**config.mk**
```make
export PLATFORM = sky130hd
export DESIGN_NAME = sc_rng_bank
export DESIGN_NICKNAME = d
export VERILOG_FILES = /design/src/rtl/sc_rng_pkg.sv /design/src/rtl/sc_lfsr8.sv /design/src/rtl/sc_rng_bank.sv
export SDC_FILE = /design/constraint.sdc
export NUM_CORES = 1
export LEC_CHECK = 0
export CORE_ASPECT_RATIO = 1.1
export CORE_UTILIZATION = 35
export CTS_BUF_LIST = sky130_fd_sc_hd__clkbuf_2
export CTS_CLUSTER_DIAMETER = 40
export DETAILED_ROUTE_END_ITERATION = 6
export PLACE_DENSITY_LB_ADDON = 0.12
export SLEW_MARGIN = 10
export SYNTH_ARGS = -nofsm -noshare
export SYNTH_HDL_FRONTEND = slang
export SYNTH_SLANG_ARGS = --single-unit
```
**constraint.sdc**
```tcl
create_clock -name clk -period 1.5 [get_ports clk]
set_input_delay 0.3 -clock clk [delete_from_list [all_inputs] [get_ports clk]]
set_output_delay 0.3 -clock clk [all_outputs]
set_load 0.01 [all_outputs]
```
**src/rtl/sc_rng_pkg.sv**
```systemverilog
// Shared constants and helpers for the stochastic-computing RNG bank.
// Latency: n/a (package only).
// Backpressure: n/a (package only).
package sc_rng_pkg;

  localparam int SC_RNG_WIDTH = 8;

  // Fibonacci tap masks; bit 7 is the x^8 term, the rest are the inner taps
  localparam logic [7:0] TAPS_A = 8'b1011_1000;  // x^8+x^6+x^5+x^4+1
  localparam logic [7:0] TAPS_B = 8'b1011_0100;  // x^8+x^6+x^5+x^3+1

  // An all-zero seed would lock the LFSR, so it is replaced by this value
  localparam logic [7:0] ZERO_SEED_SUB = 8'h01;

  // Last step-counter value before it wraps; 255 steps equal one full period
  localparam logic [7:0] PERIOD_LAST = 8'd254;

  function automatic logic [7:0] lfsr_next(input logic [7:0] q, input logic [7:0] taps);
    return {q[6:0], ^(q & taps)};
  endfunction

  function automatic logic [7:0] seed_load(input logic [7:0] s);
    return (s == 8'h00) ? ZERO_SEED_SUB : s;
  endfunction

endpackage

```
**src/rtl/sc_lfsr8.sv**
```systemverilog
// One 8-bit Fibonacci LFSR with seed reload and zero-seed substitution.
// Latency: loaded value visible after the loading edge; each enabled edge steps once.
// Backpressure: none; holds state while enable is low.
module sc_lfsr8
  import sc_rng_pkg::*;
#(
  parameter logic [7:0] TAPS = TAPS_A
) (
  input  logic       clk,
  input  logic       rst,
  input  logic       enable,
  input  logic       restart,
  input  logic [7:0] seed,
  output logic [7:0] out
);

  // Reload has priority over stepping; the state can never reach zero
  always_ff @(posedge clk) begin
    if (rst || restart) begin
      out <= seed_load(seed);
    end else if (enable) begin
      out <= lfsr_next(out, TAPS);
    end
  end

endmodule

```
**src/rtl/sc_rng_bank.sv**
```systemverilog
// Two uncorrelated LFSR streams plus a free-running mux select counter.
// Latency: all outputs registered; reload visible after edge N, first step after edge N+1.
// Backpressure: none; enable=0 holds every state. Optional macro: SC_RNG_PERIOD_LAST_EN adds 'last'.
module sc_rng_bank
  import sc_rng_pkg::*;
#(
  parameter int WIDTH     = 8,
  parameter int SEL_WIDTH = 2
) (
  input  logic                 clk,
  input  logic                 rst,
  input  logic                 enable,
  input  logic                 restart,
  input  logic [WIDTH-1:0]     seed_a,
  input  logic [WIDTH-1:0]     seed_b,
  output logic [WIDTH-1:0]     rng_a,
  output logic [WIDTH-1:0]     rng_b,
  output logic [SEL_WIDTH-1:0] sel
`ifdef SC_RNG_PERIOD_LAST_EN
  ,
  output logic                 last
`endif
);

  if (WIDTH != SC_RNG_WIDTH) begin : g_bad_width
    $error("sc_rng_bank: WIDTH must be 8");
  end
  if (SEL_WIDTH < 1 || SEL_WIDTH > 8) begin : g_bad_sel_width
    $error("sc_rng_bank: SEL_WIDTH must be in 1..8");
  end

  // Data-side stream
  sc_lfsr8 #(.TAPS(TAPS_A)) u_lfsr_a (
    .clk     (clk),
    .rst     (rst),
    .enable  (enable),
    .restart (restart),
    .seed    (seed_a),
    .out     (rng_a)
  );

  // Weight-side stream, different polynomial so the two are uncorrelated
  sc_lfsr8 #(.TAPS(TAPS_B)) u_lfsr_b (
    .clk     (clk),
    .rst     (rst),
    .enable  (enable),
    .restart (restart),
    .seed    (seed_b),
    .out     (rng_b)
  );

  // Select counter: cleared on reload, wraps silently modulo 2^SEL_WIDTH
  always_ff @(posedge clk) begin
    if (rst || restart) begin
      sel <= '0;
    end else if (enable) begin
      sel <= sel + 1'b1;
    end
  end

`ifdef SC_RNG_PERIOD_LAST_EN
  logic [7:0] step_cnt;

  // Count steps modulo 255 and flag the step that brings LFSR A back to its seed
  always_ff @(posedge clk) begin
    if (rst || restart) begin
      step_cnt <= '0;
      last     <= 1'b0;
    end else if (enable) begin
      if (step_cnt == PERIOD_LAST) begin
        step_cnt <= '0;
        last     <= 1'b1;
      end else begin
        step_cnt <= step_cnt + 8'd1;
        last     <= 1'b0;
      end
    end else begin
      last <= 1'b0;
    end
  end
`endif

endmodule

```
**Word level (Yosys, flattened, before mapping)**

Index checks and enable logic that the tools add are counted.

- Register bits after elaboration: 18
- Input port bits: 20
- Output and inout port bits: 18
- Logic and storage cells: 16

- $add $sub $neg: 1
- Mux-type cells: 6
- Reduce and logical (&&, ||, !) cells: 6

Operators with widths:

| operator | number |
|---|---|
| 8-bit two-way mux | 6 |
| 8-bit logical NOT | 2 |
| 8-bit XOR reduction | 2 |
| 2-bit by 1-bit adder with 2-bit output, second input constant | 1 |
| 2-bit nonzero test | 1 |
| 1-bit logical OR | 1 |

**Longest topological paths before layout**

Gate-level depths: netlist of run 1.

- Word-level depth: 3
- Depth in mapped cells: 4
- Mapped depth without buffers: 3

**Cells and area by module**

A second synthesis of run 1 with hierarchy kept.

- Cells, all modules: 55
- Area total of the unflattened synthesis: 857.1 um2

Modules (own cells, without submodules):

| module | times used | cells an instance | area each (um2) | sequential area each (um2) |
|---|---|---|---|---|
| sc_lfsr8 | 2 | 24 | 386.6 | 240.2 |
| sc_rng_bank | 1 | 7 | 83.8 | 40.0 |

**Worst setup path after synthesis of run 1**

OpenSTA, ideal clock, no wires.

- Path type: input-to-reg
- From: input port restart
- To: register u_lfsr_a.out[6], data pin
- Setup time: 0.260 ns
- Arrival: 0.966 ns
- Required time: 1.240 ns
- Path slack: 0.274 ns
- Stages on the path: 3
- Buffers on the path: 1
- Cell sequence: nor2_4 buf_12 mux2_4

- Word-level cells in the longest chain between the ends: 2

RTL lines:

| what | RTL line | source |
|---|---|---|
| from (decl) | sc_rng_bank.sv:13 | `input logic restart,` |
| 1-bit logical OR | sc_lfsr8.sv:19 | `if (rst \|\| restart) begin` |
| 8-bit two-way mux | sc_lfsr8.sv:19 |  |
| to (signal assigned) | sc_lfsr8.sv:20 | `out <= seed_load(seed);` |
| to (signal assigned) | sc_lfsr8.sv:22 | `out <= lfsr_next(out, TAPS);` |
| to (decl) | sc_lfsr8.sv:14 | `output logic [7:0] out` |

No other way between the ends.
A chain may end at the register's enable or synchronous reset.

**Worst setup path in the final report of run 1**

- From: input port restart
- To: register u_lfsr_a.out[2], data pin

Same word-level chain as after synthesis.

==> results of run 1 <==
[where the power goes]
| group | switching [mW] | internal (mW) |
|---|---|---|
| clock | 0.145 | 0.0579 |
| sequential | 0.0233 | 0.604 |
| combinational | 0.121 | 0.197 |
| total | 0.288 | 0.859 |
[per-stage QoR]
stage | hold slack [ps] | std cells | setup TNS, ps | cell area [um2] | worst slack, ps
after floorplan | 377 | 54 | 0 | 870 | 274
after global placement | 550 | 126 | -3910 | 1320 | -185
after detailed placement | 559 | 126 | -4240 | 1320 | -204
after CTS | 566 | 139 | 0 | 1380 | 123
after global routing | 602 | 139 | 0 | 1380 | 83.7
final | 567 | 139 | 0 | 1380 | 127
[registers in the layout, indices dropped and copies added (netlist names)]
name          flops
u_lfsr_b.out      8
u_lfsr_a.out      8
sel               2
[area by class of cell]
cell class	instances	area (um2)
Fill cell	207	916
Clock inverter	1	3.75
Sequential cell	18	523
Tap cell	30	37.5
Multi-Input combinational cell	35	329
Timing Repair Buffer	52	473
Clock buffer	3	15.0
[worst max-delay path, cell delays in order]
cell	delay, ps
clkdlybuf4s50_1	470
nor2_4	150
buf_12	170
mux2_2	340
[repair_timing]
item,4_1_cts,5_1_grt
buffers inserted,9,0
setup endpoints to repair,18,0
resized for setup,20,0
[final timing paths]
kind	start	end	slack (ps)	cells past startpoint
worst max-delay path	restart	u_lfsr_a.out[2]$_DFFE_PP_	130	4
worst min-delay path	sel[0]$_SDFFE_PN0P_	sel[0]$_SDFFE_PN0P_	570	2
worst max register to register	u_lfsr_b.out[5]$_DFFE_PP_	u_lfsr_b.out[0]$_DFFE_PP_	260	4
worst min register to register	sel[0]$_SDFFE_PN0P_	sel[0]$_SDFFE_PN0P_	570	2
[layer usage]
metal	up-vias	wire length (um)
met5	-	0
met4	0	10
met1	297	778
li1	316	-
met2	12	881
met3	2	52
[kinds of logic after synthesis]
logic type | Yosys count | share of synthesized area
xor+xnor | 8 | 0.0806
simple gates | 9 | 0.0619
buf+inv | 1 | 0.0230
flops | 18 | 0.599
compound gates | 4 | 0.0288
mux | 14 | 0.207
[synth_stat cells]
cell type | number | area share
edfxtp_1 | 16 | 0.55
dfxtp_1 | 2 | 0.046
a21oi_1 | 2 | 0.012
buf_12 | 1 | 0.023
mux2_4 | 6 | 0.10
xor2_1 | 5 | 0.050
nand2_1 | 1 | 0.0043
a211oi_1 | 2 | 0.017
mux2_2 | 8 | 0.10
nor4_1 | 2 | 0.014
nor3_1 | 4 | 0.023
xnor2_1 | 3 | 0.030
nor2_4 | 1 | 0.013
or3_1 | 1 | 0.0072
==> results.sh, run 1 <==
export IMPL_final_common_cell="clkdlybuf4s50_1"
export IMPL_avgSynthCellArea_um2=16.1
export IMPL_cts_root_buffer="clkbuf_2"
export IMPL_critPathKind="primary input to register"
export IMPL_clock_latency_ps=300
export IMPL_finalSetupViolations=0
export IMPL_io_buffer_count=37
export IMPL_ys_types=14
export IMPL_required_ps=1560
export IMPL_fin_crit_sh=0.915
export IMPL_drtAntennaViolNets=0
export IMPL_grt_use_total=0.138
export IMPL_synth_net_count=74
export IMPL_die_area_um2=2690
export IMPL_dieHeight_um=54.3
export IMPL_slew_viol_final=0
export IMPL_fin_crit_ps=1370
export IMPL_layout_nets=130
export IMPL_hold_viol_final=0
export IMPL_max_cap_violations=0
export IMPL_first_global_vias=586
export IMPL_yosysSeqAreaShare=0.599
export IMPL_grt_ovfl_total=0
export IMPL_die_w_um=49.5
export IMPL_syn_inst=54
export IMPL_wl_per_cell_um=12.4
export IMPL_ios=38
export IMPL_peakVddDrop_mv=0.514
export IMPL_routed_wl_um=1720
export IMPL_final_cell_mix="clkdlybuf4s50_1, dlygate4sd2_1, edfxtp_1"
export IMPL_cp_arrival_ps=1430
export IMPL_via_count=627
export IMPL_grt_met3_usage=0.0250
export IMPL_pwr_density_cell_nw_per_um2=831
export IMPL_busiest_layer="met2"
export IMPL_vias_per_cell=4.51
export IMPL_core_um2=2300
export IMPL_clock_skew_ps=16.4
export IMPL_power_total_mw=1.15
export IMPL_ys_ff_latch=18
export IMPL_outcome="finished clean"
export IMPL_grt_max_degree=19
export IMPL_max_slew_margin_rel=0.827
export IMPL_worst_pin_slew_ps=257
export IMPL_clkSinkCount=18
export IMPL_gp_congestion=0.803
export IMPL_total_leakage_power_nw=0.561
export IMPL_path_max_fanout=18
export IMPL_syn_cell_area_um2=870
export IMPL_grt_first_pass_wirelength_um=2640
export IMPL_hold_path_class="register to register"
export IMPL_grt_met2_usage=0.209
export IMPL_cts_tree="built"
export IMPL_yosysWarnings=0
export IMPL_endpoint_kind="register"
export IMPL_drc=0
export IMPL_diodes=0
export IMPL_clockBufferDepth=2
export IMPL_htree_levels=1
export IMPL_antenna_found_initial=0
export IMPL_clk_pin_slew_ps=150
export IMPL_dr_first_iter_drc_count=7
export IMPL_cts_made_buffers=3
export IMPL_utilization=0.601
export IMPL_dp_hpwl_um=1300
export IMPL_syn_to_final_growth_pct=58.8
export IMPL_grt_util_met1=0.182
export IMPL_rows=18
export IMPL_dr_pass1_iters=4
export IMPL_start_util=0.379
export IMPL_critical_path_startpoint_type="primary input"
export IMPL_rsz0062_at_grt="no"
export IMPL_fmax_mhz=728
export IMPL_drive_gt1_frac=0.321
export IMPL_ctsHoldBuffers=0
No activity file was read; power rests on OpenSTA's default activity.
==> run 2: changes to the inputs <==
- SLEW_MARGIN: 10 -> default
==> results of run 2 <==
Final layout, timing and power as in run 1 (identical DEF).
